**src/rtl/race_progress_tracker.sv**
```systemverilog
// race_progress_tracker
// Per-car distance accumulation for a video-frame-paced race, with sticky
// finish flags, a race FSM and a leader index. Channel 0 is the player.
// Optional feature: define RACE_PROGRESS_CP_EN to add one-cycle checkpoint
// pulses every CP_STEP distance units. Without it the checkpoint port and
// its logic are absent.
module race_progress_tracker #(
    parameter int NUM_CH    = 2,
    parameter int SPEED_W   = 10,
    parameter int FRAC_BITS = 5,
    parameter int DIST_W    = 20,
    parameter int TRACK_LEN = 51200,
    parameter int CP_STEP   = 12800
) (
    input  logic                                       clk,
    input  logic                                       resetN,
    input  logic                                       startOfFrame,
    input  logic                                       race_start,
    input  logic                                       pause,
    input  logic [NUM_CH*SPEED_W-1:0]                  speed,
    output logic [NUM_CH*DIST_W-1:0]                   distance,
    output logic [NUM_CH-1:0]                          finished,
    output logic [((NUM_CH > 1) ? $clog2(NUM_CH) : 1)-1:0] leader,
`ifdef RACE_PROGRESS_CP_EN
    output logic [NUM_CH-1:0]                          checkpoint,
`endif
    output logic [1:0]                                 race_state
);

    localparam int ACC_W  = DIST_W + FRAC_BITS;
    localparam int LEAD_W = (NUM_CH > 1) ? $clog2(NUM_CH) : 1;

    // One extra sum bit means even the largest speed cannot wrap before
    // the saturation comparison sees it.
    localparam logic [ACC_W:0]   SAT_SUM = (ACC_W+1)'(TRACK_LEN) << FRAC_BITS;
    localparam logic [ACC_W-1:0] SAT_ACC = SAT_SUM[ACC_W-1:0];

    typedef enum logic [1:0] {
        IDLE     = 2'b00,
        RACING   = 2'b01,
        FINISHED = 2'b10
    } state_t;

    state_t              state_q;
    state_t              state_d;
    logic [ACC_W-1:0]    acc_q  [NUM_CH];
    logic [ACC_W:0]      sum    [NUM_CH];
    logic [DIST_W-1:0]   dist_q [NUM_CH];
    logic [NUM_CH-1:0]   fin_q;
    logic [LEAD_W-1:0]   lead_q;
    logic [LEAD_W-1:0]   lead_d;
    logic [DIST_W-1:0]   best_dist;
    logic                accumulate;

    // Race state register
    always_ff @(posedge clk or negedge resetN) begin
        if (!resetN) begin
            state_q <= IDLE;
        end else begin
            state_q <= state_d;
        end
    end

    // Next-state: start from idle, finish when the player finishes, restart from finished
    always_comb begin
        state_d = state_q;
        case (state_q)
            IDLE:     if (race_start) state_d = RACING;
            RACING:   if (!race_start && fin_q[0]) state_d = FINISHED;
            FINISHED: if (race_start) state_d = RACING;
            default:  state_d = IDLE;
        endcase
    end

    // Frame-step qualifier and per-channel candidate sums; race_start masks the frame
    always_comb begin
        accumulate = (state_q != IDLE) && startOfFrame && !pause && !race_start;
        for (int i = 0; i < NUM_CH; i++) begin
            sum[i] = {1'b0, acc_q[i]} + (ACC_W+1)'(speed[i*SPEED_W +: SPEED_W]);
        end
    end

    // Fixed-point accumulators with saturation at the finish line and sticky finish flags
    always_ff @(posedge clk or negedge resetN) begin
        if (!resetN) begin
            for (int i = 0; i < NUM_CH; i++) begin
                acc_q[i] <= '0;
            end
            fin_q <= '0;
        end else if (race_start) begin
            for (int i = 0; i < NUM_CH; i++) begin
                acc_q[i] <= '0;
            end
            fin_q <= '0;
        end else if (accumulate) begin
            for (int i = 0; i < NUM_CH; i++) begin
                if (!fin_q[i]) begin
                    if (sum[i] >= SAT_SUM) begin
                        acc_q[i] <= SAT_ACC;
                        fin_q[i] <= 1'b1;
                    end else begin
                        acc_q[i] <= sum[i][ACC_W-1:0];
                    end
                end
            end
        end
    end

    // Registered integer distance, one clock behind the accumulator
    always_ff @(posedge clk or negedge resetN) begin
        if (!resetN) begin
            for (int i = 0; i < NUM_CH; i++) begin
                dist_q[i] <= '0;
            end
        end else begin
            for (int i = 0; i < NUM_CH; i++) begin
                dist_q[i] <= race_start ? '0 : acc_q[i][ACC_W-1:FRAC_BITS];
            end
        end
    end

    // Leader search over registered distances; strict compare keeps the lowest index on ties
    always_comb begin
        lead_d    = '0;
        best_dist = dist_q[0];
        for (int i = 1; i < NUM_CH; i++) begin
            if (dist_q[i] > best_dist) begin
                best_dist = dist_q[i];
                lead_d    = LEAD_W'(i);
            end
        end
    end

    // Leader register, one clock behind distance
    always_ff @(posedge clk or negedge resetN) begin
        if (!resetN) begin
            lead_q <= '0;
        end else begin
            lead_q <= lead_d;
        end
    end

`ifdef RACE_PROGRESS_CP_EN
    localparam logic [31:0] CP_DIV = 32'(CP_STEP);

    logic [NUM_CH-1:0] cp_hit;
    logic [NUM_CH-1:0] cp_q;

    // A checkpoint is crossed when the incoming distance lands in a higher CP_STEP bucket
    always_comb begin
        cp_hit = '0;
        for (int i = 0; i < NUM_CH; i++) begin
            cp_hit[i] = (32'(acc_q[i][ACC_W-1:FRAC_BITS]) / CP_DIV) >
                        (32'(dist_q[i]) / CP_DIV);
        end
    end

    // Checkpoint pulse register, aligned with the distance update
    always_ff @(posedge clk or negedge resetN) begin
        if (!resetN) begin
            cp_q <= '0;
        end else if (race_start) begin
            cp_q <= '0;
        end else begin
            cp_q <= cp_hit;
        end
    end

    assign checkpoint = cp_q;
`endif

    // Output packing
    always_comb begin
        distance = '0;
        for (int i = 0; i < NUM_CH; i++) begin
            distance[i*DIST_W +: DIST_W] = dist_q[i];
        end
    end

    assign finished   = fin_q;
    assign leader     = lead_q;
    assign race_state = state_q;

endmodule
```
**config.mk**
```make
export PLATFORM = sky130hd
export DESIGN_NAME = race_progress_tracker
export DESIGN_NICKNAME = d
export VERILOG_FILES = /design/src/rtl/race_progress_tracker.sv
export SDC_FILE = /design/constraint.sdc
export NUM_CORES = 1
export LEC_CHECK = 0
export CAP_MARGIN = 20
export CELL_PAD_IN_SITES_DETAIL_PLACEMENT = 2
export CELL_PAD_IN_SITES_GLOBAL_PLACEMENT = 2
export CORE_AREA = 2 2 128 130
export DETAILED_ROUTE_END_ITERATION = 6
export DIE_AREA = 0 0 130 132
export PLACE_DENSITY_LB_ADDON = 0.1
export SYNTH_ARGS = -nofsm -noshare
export SYNTH_HDL_FRONTEND = slang
export SYNTH_SLANG_ARGS = --single-unit
```
**constraint.sdc**
```tcl
create_clock -name clk -period 3.01 [get_ports clk]
set_input_delay 0.602 -clock clk [delete_from_list [all_inputs] [get_ports clk]]
set_output_delay 0.602 -clock clk [all_outputs]
set_load 0.005 [all_outputs]
```
# [Word level (Yosys, flattened, before mapping)]
# Cells that the tools add are included.
[word_totals] register_bits=95 in_bits=25
[classes] n_addsub=2 magnitude_cmp=3 eq_ne=6 n_mux=18 reduce_logical=13
[ops] operator="2-to-1 mux 25 bit" n=4
[ops] operator="2-to-1 mux 50 bit" n=2
[ops] operator="adder 25 x 10 -> 26 bit" n=2
[ops] operator="greater-or-equal comparator 26 x 21 -> 1 bit (second input constant)" n=2
[ops] operator="2-to-1 mux 20 bit" n=2
[ops] operator="> comparator 20 bit" n=1
[ops] operator="2-to-1 mux 2 bit" n=4
[ops] operator="inequality test 2 bit (second input constant)" n=3
[ops] operator="AND reduction 2 bit" n=3
[ops] operator="2-to-1 mux 1 bit" n=5
[ops] operator="logical AND 1 bit" n=4
[ops] operator="case mux 2 bit (2 select lines)" n=1
[ops] operator="nonzero test 2 bit" n=2
[ops] operator="== test 2 x 1 -> 1 bit (second input constant)" n=1
[ops] operator="== test 2 bit (second input constant)" n=1
[ops] operator="zero test 1 bit" n=2
[ops] operator="zero test 2 bit" n=1
[ops] operator="inequality test 2 x 1 -> 1 bit (second input constant)" n=1
[ops] operator="OR reduction 2 bit" n=1

# [Depth between registers and ports, before layout]
# Gate-level depths: netlist (run 1).
[logic_depth] ltp_word=6 mapped_depth=13

# [Worst setup path after synthesis (run 1)]
# Ideal clock, no wire load.
[synth_timing] path_kind="input to register" start="in speed[0]" end="reg acc_q[43] in the netlist's numbering" t_arrival_ns=2.961 slack_ns=-0.030 cell_stages=13 cell_sequence="ha_1 inv_1 fa_1 nor2b_1 o31a_1 o21ai_2 a21oi_2 o21a_1 o21ai_1 a211oi_4 buf_6 nand4_1 mux2i_1"
[synth_between] elab_chain_len=6
[synth_lines] item="start: declaration" line="20" text="input logic [NUM_CH*SPEED_W-1:0] speed,"
[synth_lines] item="adder 25 x 10 -> 26 bit *" line="79" text="sum[i] = {1'b0, acc_q[i]} + (ACC_W+1)'(speed[i*SPEED_W +: SPEED_W]);"
[synth_lines] item="greater-or-equal comparator 26 x 21 -> 1 bit" line="98" text="if (sum[i] >= SAT_SUM) begin"
[synth_lines] item="2-to-1 mux 25 bit *" line="98"
[synth_lines] item="2-to-1 mux 25 bit *" line="97" text="if (!fin_q[i]) begin"
[synth_lines] item="2-to-1 mux 50 bit *" line="95" text="end else if (accumulate) begin"
[synth_lines] item="2-to-1 mux 50 bit *" line="90" text="end else if (race_start) begin"
[synth_lines] item="end signal: indexed assignment" line="102" text="acc_q[i] <= sum[i][ACC_W-1:0];"
[synth_lines] item="end: declaration" line="46" text="logic [ACC_W-1:0] acc_q [NUM_CH];"
# Every way passes the cells marked *; elsewhere a longest branch is shown, timed or not. The select of a mux whose other input is x is not followed.
# A chain may end at the register's enable or synchronous reset.

# [Worst setup path in the final report (run 1)]
[layout_timing] start="in speed[9]" end="reg acc_q[28] in the netlist's numbering"
[layout_between] elab_chain_len=6
[layout_lines] item="adder 25 x 10 -> 26 bit" line="79"
[layout_lines] item="greater-or-equal comparator 26 x 21 -> 1 bit" line="98"
[layout_lines] item="2-to-1 mux 25 bit" line="98"
[layout_lines] item="2-to-1 mux 25 bit" line="97"
[layout_lines] item="2-to-1 mux 50 bit" line="95"
[layout_lines] item="2-to-1 mux 50 bit" line="90"
# Every way passes these cells. The select of a mux whose other input is x is not followed.

==> results.ini, run 1 <==
[synth]
yosysUniqueCellTypes=68
netlist_area_sq_mm=0.00544
synth_edf_count=0
synthesis.nets=624
ys_async_sr_fraction_pct=100
synthFlopType=dfrtp_1
ys_warn_count=0
syn_avg_cell_area_sq_um=9.76
ys_seq_area_share_pct=43.7
synth-seq-cells=95
netlist_instances=557

[timing]
fmax_mhz=334
final-setup-viol-count=0
slew-limit-headroom_pct=41.1
hold_slack_ps=349
finalCritPeriodShare_pct=99.5
min_period_ps=3000
report.final.slew_viol_count=0
hold_viol=0
fin_ws_ps=13.8
fin_worst_skew_ps=12.6
tightest_slew_ps=884

[routing]
totalWireLength_microns=22900
drt-initial-drc-count=220
avgViaCountPerCell=5.45
postRouteAntennaNets=0
first_pass_iters=4
via_count=5085
wl_per_cell_microns=24.5
drc=0

[clock_network]
cts_tree=built
clk_path_buf_depth=2
cts-root-buf=clkbuf_16
clock_latency_ps=360
clk_pin_slew_ps=70
htreeDepth=3
numCtsBuffers=9
holdBufCountCts=0
cts_sinks=95

[pwr]
combPwrFrac_pct=21.0
power_frac_seq_pct=39.4
clkPwrFrac_pct=39.6
power-per-cell-area_mw_per_mm2=433
power.internal_uw=2520
p_leak_uw=0.00353
power.switching_uw=986
switching_share_pct=28.1
vdd_drop_max_uv=285

[setup_path]
regToRegEndpoint=acc_q[28]
reg2reg_slack_ps=30
critPathKind=input port to register
end_kind=register
reg2reg_from=acc_q[31]
start_kind=input port
reg2reg_depth=12
cp.required_ps=3270
cp_max_fo=8
cp.arrival_ps=3260

[cells_and_area]
syn2layout_area_growth_pct=48.8
diodes=0
drive_above_1_share_pct=29.7
finalNetCount=780
fin_util_pct=51.5

[global_routing]
grt_pass1_vias=5671
antenna_found_initial=1
grt_max_degree=66
grt_use_total_pct=23.7
grt_first_pass_wirelength_microns=31400
grt.overflow.total=0

[status]
outcome=finished, final reports clean

[placed_design]
place_congestion=0.884
pre_cts_ws_ps=-819
io_buffers=69
dpl.hpwl_microns=12900

[floorplan]
start_util_pct=34.6
die_y_microns=132
ios=70
fp.dieW_microns=130
die-area_sq_mm=0.0172
row_count=46
coreArea_sq_mm=0.0157

[job]
max_cap_violations=0

[worst_hold_path]
hp-class=input port to asynchronous set/reset pin

[power by group through the flow]
stage	Clock, uW	Combinational (uW)	Sequential [uW]
final	1390	737	1380
after CTS	1380	602	1370
after floorplan	0	283	1380
after global placement	0	506	1390
after detailed placement	0	533	1390
after global routing	1460	789	1390
[how the worst max path moves through the flow]
stage	start	endpoint	slack (ps)	cells past startpoint
after floorplan	speed[0]	acc_q[43]	30	13
after global placement	speed[10]	acc_q[13]	-600	14
after detailed placement	speed[10]	acc_q[13]	-820	14
after CTS	speed[8]	acc_q[28]	3	13
after global routing	speed[0]	acc_q[28]	-110	15
final	speed[9]	acc_q[28]	10	13
[synthesized netlist by cell type, drive strengths merged (2+ instances only)]
cell	number	area (sq um)
o22ai	3	31.3
clkbuf	12	45.0
o31a	4	35.0
xnor2	7	61.3
nor4b	2	23.8
nor3	9	45.0
mux2i	4	40.0
inv	37	139
and2	14	87.6
mux2	2	22.5
nor2	35	141
xor2	9	78.8
nand4	9	56.3
o21a	5	37.5
a21oi	33	180
or2	4	25.0
a22oi	6	45.0
o21ai	30	154
dfrtp	95	2380
a22o	6	52.6
a21o	15	113
o21bai	2	15.0
o211ai	2	15.0
a211oi	9	95.1
nand2b	7	43.8
or4	2	18.8
nand3	11	55.1
nand2	44	165
a31oi	14	103
nor4	3	18.8
buf	5	35.0
and3	7	43.8
fa	2	40.0
nor2b	45	282
o311ai	3	41.3
o31ai	4	30.0
ha	40	500
a41oi	2	17.5
[kinds of logic (layout without fill, tap and decap cells)]
kind of cell             after synthesis  count (layout)  synth area share [%]
buffers and inverters                 54             214                  4.03
AND/OR/NAND/NOR                      197             197                  19.2
flip-flops                            95              95                  43.7
adder cells (fa/ha/maj)               42              42                  9.94
XOR/XNOR                              16              16                  2.58
multiplexers                           6               6                  1.15
AO/OA/AOI/OAI                        147             147                  19.4
[metrics by stage]
stage / setup TNS (ps) / instance area, sq um / power [uW] / instances
2_1_floorplan: 0 / 5450 / 1660 / 557
3_3_place_gp: -18940 / 6770 / 1890 / 885
3_5_place_dp: -25290 / 6770 / 1920 / 885
4_1_cts: 0 / 7620 / 3350 / 916
5_1_grt: -665 / 8090 / 3630 / 933
6_report: 0 / 8090 / 3510 / 933
[metal layers]
layer | wire length (microns) | global-route usage (%)
met5 | 12 | 0
met4 | 553 | 8.60
met3 | 765 | 3.25
met2 | 11900 | 40.8
met1 | 9630 | 30.2
[final cells by class]
cell class / instances / area, sq um
multi-input combinational: 408 / 3520
fill: 1573 / 7620
timing repair buffer: 162 / 1430
clock inverter: 3 / 90.1
clock buffer: 12 / 256
tap: 216 / 270
inverter: 37 / 146
sequential: 95 / 2380
[what timing repair did]
action                                  CTS  global route
pin swaps                                36            44
cloned                                    2             0
setup buffers                            14            17
resized for setup                        88            63
endpoints found under the setup margin   39            41
[placed cells by master, fill, tap and decap left out, types with 4 or more instances in the layout]
master	count
a211oi_4	4
a21o_1	13
a21oi_1	22
a21oi_4	9
a22o_1	6
a22oi_2	6
a31oi_1	9
and2_1	13
and3_1	4
buf_4	86
buf_6	8
clkbuf_16	9
clkdlybuf4s50_1	47
dfrtp_1	95
dlygate4sd2_1	5
dlymetal6s2s_1	12
ha_1	20
ha_4	18
inv_1	33
nand2_1	42
nand2b_1	6
nand3_1	9
nand4_1	9
nor2_1	32
nor2b_1	44
nor3_1	9
o21a_1	5
o21ai_0	12
o21ai_1	8
o21ai_2	9
o31a_1	4
xnor2_1	6
xor2_1	9
[critical path, cell delays in order]
cell	delay [ps]
dlygate4sd2_1	280
ha_4	320
inv_1	110
o22ai_4	220
nor2_4	90
buf_4	150
a211oi_4	280
mux2i_2	310
nand2_2	120
a211oi_4	260
buf_6	180
inv_8	60
o31ai_2	260
[sequential cells by signal (all words and copies together), names as in the netlist]
register and count:
acc_q 50, distance 40, finished 2, race_state 2, leader 1
(Power assumes the default switching activity.)
==> inputs of run 2 (changes only) <==
--- a/config.mk
+++ b/config.mk
@@ -7,2 +7,3 @@
 export LEC_CHECK = 0
+export ABC_AREA = 1
 export CAP_MARGIN = 20
@@ -10,5 +11,5 @@
 export CELL_PAD_IN_SITES_GLOBAL_PLACEMENT = 2
-export CORE_AREA = 2 2 128 130
+export CORE_AREA = 2 2 143 145
 export DETAILED_ROUTE_END_ITERATION = 6
-export DIE_AREA = 0 0 130 132
+export DIE_AREA = 0 0 145 147
 export PLACE_DENSITY_LB_ADDON = 0.1
==> constraint.sdc (replaced) <==
create_clock -name clk -period 3.01 [get_ports clk]
set_input_delay 0.903 -clock clk [delete_from_list [all_inputs] [get_ports clk]]
set_output_delay 0.903 -clock clk [all_outputs]
set_load 0.005 [all_outputs]
==> run 2 against run 1 <==
  * Power decreased by 6.8%
  * Critical path depth is 1 higher
  * Sequential power is essentially flat
  * Global-route usage fell by 1.6 points
  * Clock skew down 0.90 ps
  * Setup slack improved by 89 ps
  * Cell count grew 41%
  * Combinational power is 5.8% higher
  * Clock-buffer cell count is 2 lower
  * Worst hold slack improved by 170 ps
==> results.ini, run 2 <==
[timing]
final-setup-viol-count=0  ; unchanged
tightest_slew_ps=770  ; was 884 ps
slew-limit-headroom_pct=48.6  ; was 41.1%
min_period_ps=2910  ; was 3000 ps
fin_worst_skew_ps=11.7  ; was 12.6 ps
fin_ws_ps=103  ; was 13.8 ps
fmax_mhz=344  ; was 334 MHz
report.final.slew_viol_count=0  ; unchanged
hold_viol=0  ; unchanged
finalCritPeriodShare_pct=96.6  ; was 99.5%

[routing]
wl_per_cell_microns=17.7  ; was 24.5 microns
avgViaCountPerCell=4.78  ; was 5.45
drt-initial-drc-count=170  ; was 220
postRouteAntennaNets=0  ; unchanged
first_pass_iters=4  ; unchanged
totalWireLength_microns=23400  ; was 22,900 microns
drc=0  ; unchanged
via_count=6314  ; was 5,085

[synth]
ys_async_sr_fraction_pct=100  ; unchanged
netlist_area_sq_mm=0.00620  ; was 0.00544 sq mm
synthesis.nets=954  ; was 624
synth_edf_count=0  ; unchanged
synthTopCellsByCount=295 x nand2_1, 141 x inv_1, 99 x nor2_1, 95 x dfrtp_1, 55 x nand3_1  ; was 95 x dfrtp_1, 45 x nor2b_1, 44 x nand2_1, 40 x ha_1, 36 x inv_1
yosysUniqueCellTypes=38  ; was 68
netlist_instances=887  ; was 557
yosysMostFrequentCell=nand2_1  ; was dfrtp_1
synthFlopType=dfrtp_1  ; unchanged
syn_avg_cell_area_sq_um=6.99  ; was 9.76 sq um
ys_warn_count=0  ; unchanged
synth-seq-cells=95  ; unchanged
synth_top_area_share_pct=38.3  ; was 43.7%
ys_seq_area_share_pct=38.3  ; was 43.7%
yosysTopAreaCell=dfrtp_1  ; unchanged
yosys-top-cells-area=dfrtp_1 38%, nand2_1 18%, inv_1 8.5%  ; was dfrtp_1 44%, ha_1 9.2%, nor2b_1 5.2%

[setup_path]
cp.required_ps=3280  ; was 3270 ps
cp.arrival_ps=3180  ; was 3260 ps
cp_max_fo=13  ; was 8
end_kind=register  ; unchanged
critPathKind=input port to register  ; unchanged
start_kind=input port  ; unchanged

[cells_and_area]
largest_reg_flops=50  ; unchanged
stdcell_count=1320  ; was 933
num-fill-cells=2322  ; was 1,573
syn2layout_area_growth_pct=38.1  ; was 48.8%
fin_area_sq_mm=0.00857  ; was 0.00809 sq mm
diodes=0  ; unchanged
multi_input_area_sq_mm=0.00362  ; was 0.00352 sq mm
final_common_cell=nand2_1  ; was dfrtp_1
drive_above_1_share_pct=19.8  ; was 29.7%
final_cell_mix=271 x nand2_1, 136 x inv_1, 95 x dfrtp_1  ; was 95 x dfrtp_1, 86 x buf_4, 47 x clkdlybuf4s50_1
top_register=acc_q  ; unchanged
register_area_sq_mm=0.00238  ; unchanged
finalNetCount=1113  ; was 780

[placed_design]
dpl.hpwl_microns=18100  ; was 12,900 microns
place_congestion=0.840  ; was 0.884
placed_cell_area_sq_mm=0.00779  ; was 0.00677 sq mm
place_inst=1293  ; was 885
pre_cts_ws_ps=-580  ; was -819 ps
io_buffers=69  ; unchanged

[floorplan]
start_util_pct=31.3  ; was 34.6%
coreArea_sq_mm=0.0198  ; was 0.0157 sq mm
fp.dieW_microns=145  ; was 130 microns
ios=70  ; unchanged
die-area_sq_mm=0.0213  ; was 0.0172 sq mm
row_count=52  ; was 46
die_y_microns=147  ; was 132 microns

[global_routing]
grt_max_degree=41  ; was 66
grt_first_pass_wirelength_microns=37000  ; was 31,400 microns
grt_use_met3_pct=3.01  ; was 3.25%
grt_use_total_pct=22.1  ; was 23.7%
grt.busiest_layer=met2  ; unchanged
use_met2_pct=37.7  ; was 40.8%
grt_pass1_vias=6893  ; was 5,671
antenna_found_initial=0  ; was 1
grt.overflow.total=0  ; unchanged
grt_use_met1_pct=29.9  ; was 30.2%

[clock_network]
cts_sinks=95  ; unchanged
clk_path_buf_depth=2  ; unchanged
holdBufCountCts=0  ; unchanged
htreeDepth=3  ; unchanged
cts-root-buf=clkbuf_16  ; unchanged
clk_pin_slew_ps=70  ; about the same
clock_latency_ps=360  ; about the same
cts_tree=built  ; unchanged
numCtsBuffers=9  ; unchanged

[job]
max_cap_violations=0  ; unchanged

[pwr]
vdd_drop_max_uv=260  ; was 285 uV
power_uw=3270  ; was 3510 uW
power-per-cell-area_mw_per_mm2=381  ; was 433 mW/mm^2
p_leak_uw=0.00436  ; was 0.00353 uW

[status]
outcome=finished, final reports clean  ; unchanged

[worst_hold_path]
hp-class=register to register  ; was input port to asynchronous set/reset pin

run 2: metrics by stage:
stage          setup TNS, ps  utilization, %  hold WS, ps
6_report                   0            43.2          520
2_1_floorplan              0               -          453
5_1_grt                 -307            43.2          540
3_3_place_gp          -16540            39.2          469
4_1_cts                    0            41.1          501
3_5_place_dp          -21420            39.2          483
run 2: path summary, 6_finish.rpt:
| path | to | start | depth (start not counted) | slack (ps) |
|---|---|---|---|---|
| setup / recovery | acc_q[26] | speed[7] | 14 | 100 |
| hold / removal | acc_q[27] | acc_q[27] | 2 | 520 |
| setup reg to reg | acc_q[41] | acc_q[25] | 18 | 610 |
| hold reg to reg | acc_q[27] | acc_q[27] | 2 | 520 |
| max in group asynchronous | acc_q[45] | resetN | 2 | 1830 |
| min in group asynchronous | race_state[1] | resetN | 1 | 530 |
run 2: critical path, stage by stage:
cell and delay, ps:
clkdlybuf4s50_1 460, ha_4 310, nand2_1 80, nand2_1 140, nand2_1 80, nand2_1 100
nand3_1 170, nand3_1 130, nand2_1 60, inv_1 60, nand3_2 130, nor2_8 220
nand2_8 130, o21ai_0 200
run 2: logic make-up after synthesis:
kind of cell               after synthesis  synth area share, %
buffers and inverters                  155                 9.62
and+or+nand+nor                        505                 34.4
DFF                                     95                 38.3
adders and majority gates               42                 8.71
AOI/OAI and AO/OA                       76                 6.92
xor gates and xnor gates                14                 1.98
run 2: power breakdown:
part,internal [uW],switching [uW]
sequential,1330,54.2
combinational,360,420
clock,567,541
run 2: layout make-up:
cell class / count / area share [%]
Clock buffer: 10 / 2.67
Clock inverter: 5 / 0.511
Inverter: 143 / 6.35
Multi-Input combinational cell: 637 / 42.2
Sequential cell: 95 / 27.7
Tap cell: 270 / 3.94
Timing Repair Buffer: 159 / 16.5
Timing Repair inverter: 1 / 0.0730
run 2: routing by layer:
layer  share of wire (%)  vias up
met5                   0        -
met4                 1.0        0
met3                 2.1       16
met2                  50       78
met1                  47     3132
li1                    -     3088
run 2: what timing repair did:
action	in CTS	in global routing
endpoints found under the hold margin	0	0
pin swaps	5	23
endpoints found under the setup margin	42	44
cloned	0	1
buffers inserted	3	8
resized for setup	19	83
==> inputs of run 3 (changes only) <==
CORE_AREA = 2 2 112 169   (was 2 2 143 145)
DIE_AREA = 0 0 114 171   (was 0 0 145 147)
clock period = 3.8 ns   (was 3.01 ns; I/O delays follow)
==> run 3 against run 2 <==
  * Via count is 1.2% lower
  * Global-route usage is 4.2 points higher
  * Cell area is 10% lower
  * Clock power is 9% higher
  * Critical path depth is 4 higher
  * Clock-buffer cell count stayed put
  * Highest routed layer unchanged
  * Register-to-register slack better by 510 ps
  * First-iteration DRC count is 0.59% lower
  * Sequential share of layout area is 3.1 points higher
  * Largest power group is now clock
  * Utilization is 0.79 points lower
==> results.ini, run 3 (synthesis results as in run 2) <==
[cells_and_area]
final_cell_mix=295 x nand2_1, 141 x inv_1, 99 x nor2_1  ; was 271 x nand2_1, 136 x inv_1, 95 x dfrtp_1
top_register=acc_q  ; unchanged
largest_reg_flops=50  ; unchanged
num-fill-cells=2150  ; was 2,322
fin_area_sq_mm=0.00770  ; was 0.00857 sq mm
drive_above_1_share_pct=6.94  ; was 19.8%
final_common_cell=nand2_1  ; unchanged
syn2layout_area_growth_pct=24.1  ; was 38.1%
diodes=0  ; unchanged
finalNetCount=1042  ; was 1,113

[routing]
via_count=6236  ; was 6,314
totalWireLength_microns=24200  ; was 23,400 microns
wl_per_cell_microns=20.1  ; was 17.7 microns
postRouteAntennaNets=0  ; unchanged
drc=0  ; unchanged
first_pass_iters=6  ; was 4
drt-initial-drc-count=169  ; was 170
avgViaCountPerCell=5.20  ; was 4.78

[placed_design]
dpl.hpwl_microns=19500  ; was 18,100 microns
io_buffers=69  ; unchanged
place_congestion=0.893  ; was 0.840
placed_cell_area_sq_mm=0.00728  ; was 0.00779 sq mm

[timing]
final-setup-viol-count=0  ; unchanged
rsz0062_at_grt=no
tightest_slew_ps=860  ; was 770 ps
report.final.slew_viol_count=0  ; unchanged
finalCritPeriodShare_pct=93.8
slew-limit-headroom_pct=42.6  ; was 48.6%
fmax_mhz=281
min_period_ps=3560
hold_slack_ps=494  ; was 520 ps
hold_viol=0  ; unchanged
fin_worst_skew_ps=5.88  ; was 11.7 ps

[floorplan]
row_count=61  ; was 52
coreArea_sq_mm=0.0182  ; was 0.0198 sq mm
start_util_pct=34.1  ; was 31.3%
fp.dieW_microns=114  ; was 145 microns
die_y_microns=171  ; was 147 microns
die-area_sq_mm=0.0195  ; was 0.0213 sq mm
ios=70  ; unchanged

[job]
max_cap_violations=0  ; unchanged

[pwr]
power-per-cell-area_mw_per_mm2=362  ; was 381 mW/mm^2
p_leak_uw=0.00399  ; was 0.00436 uW
vdd_drop_max_uv=165  ; was 260 uV

[setup_path]
crit_chain=clkdlybuf4s50_1 > ha_1 > inv_1 > fa_1 > inv_1 > nand3_1 > nand3_1 > nand3_1 > nand3_1 > nand2_1 > nand2_1 > nand2_1 > nor2_1 > nand2_2 > nand2_4 > inv_4 > nand2_1 > nand2_1  ; was clkdlybuf4s50_1 > ha_4 > nand2_1 > nand2_1 > nand2_1 > nand2_1 > nand3_1 > nand3_1 > nand2_1 > inv_1 > nand3_2 > nor2_8 > nand2_8 > o21ai_0
end_kind=register  ; unchanged
cp.arrival_ps=3820  ; was 3180 ps
start_kind=input port  ; unchanged
cp.required_ps=4060  ; was 3280 ps
critPathKind=input port to register  ; unchanged
critPathMostFrequentCell=nand2_1  ; unchanged
critPathMaxStageDelay_ps=460  ; about the same
cp_max_fo=9  ; was 13
slowest_stage=clkdlybuf4s50_1  ; unchanged

[global_routing]
grt_max_degree=50  ; was 41
grt_first_pass_wirelength_microns=38700  ; was 37,000 microns
grt_pass1_vias=7288  ; was 6,893
grt.overflow.total=0  ; unchanged
grt_use_total_pct=26.2  ; was 22.1%
antenna_found_initial=0  ; unchanged

[clock_network]
clk_pin_slew_ps=70  ; about the same
clk_path_buf_depth=2  ; unchanged
cts_resized=0  ; was 19
cts_sinks=95  ; unchanged
cts_setup_buffers=0  ; was 3
htreeDepth=3  ; unchanged
clock_latency_ps=370  ; was 360 ps
numCtsBuffers=9  ; unchanged
cts-root-buf=clkbuf_16  ; unchanged
holdBufCountCts=0  ; unchanged
cts_tree=built  ; unchanged

[worst_hold_path]
hp-class=register to register  ; unchanged

[status]
outcome=finished, final reports clean  ; unchanged

run 3: changes by cell type in the layout (fill, tap and decap cells not counted), moves of 10 or more:
cell,before,now
buf_4,85,18
ha_1,26,40
ha_4,10,0
nand2_1,271,295
nand2_2,25,5
nand3_1,44,55
run 3: layout make-up:
type | count | area, sq um | area share (%)
clock inverters | 6 | 155 | 2.01
repair buffers | 88 | 856 | 11.1
flip-flops and latches | 95 | 2380 | 30.9
inverters | 143 | 539 | 7.00
well taps | 220 | 275 | 3.57
multi-input cells | 638 | 3260 | 42.3
clock buffers | 10 | 239 | 3.10
run 3: power breakdown:
| group | total (uW) | leakage (uW) | switching (uW) | internal [uW] |
|---|---|---|---|---|
| Sequential | 1090 | 0.00131 | 35.6 | 1050 |
| Clock | 1210 | 0.000193 | 419 | 793 |
| Combinational | 488 | 0.00249 | 303 | 185 |
run 3: path summary, 6_finish.rpt:
kind / start / endpoint / slack [ps] / cells past startpoint
max in group asynchronous: resetN / race_state[1] / 2270 / 2
hold / removal: acc_q[0] / acc_q[0] / 490 / 2
hold reg to reg: acc_q[0] / acc_q[0] / 490 / 2
min in group asynchronous: resetN / acc_q[6] / 800 / 1
setup reg to reg: acc_q[0] / acc_q[12] / 1120 / 17
setup / recovery: speed[10] / acc_q[12] / 240 / 18
run 3: stage by stage:
step / TNS, ps / utilization (%) / setup slack, ps / std cells / total power, uW
finish: 0 / 42.4 / 237 / 1200 / 2790
global route: 0 / 42.4 / 16.1 / 1200 / 2900
CTS: 0 / 42.2 / 93.5 / 1199 / 2810
detailed placement: -4190 / 40.1 / -283 / 1183 / 1600
global placement: -1700 / 40.1 / -166 / 1183 / 1570
floorplan: 0 / - / 772 / 887 / 1360
run 3: critical path: cells and delay by family:
family	cells	cell delay [ps]
simple gates	12	1380
buf+inv	4	720
fa+ha+maj	2	580
run 3: layer usage:
layer  part of all wire [%]  global-route usage (%)  vias to the layer above
met4                    4.5                    12.9                        0
met5                      0                       0                        -
li1                       -                       -                     2936
met3                    1.5                    3.19                       58
met2                     60                    54.1                       84
met1                     34                    24.5                     3158
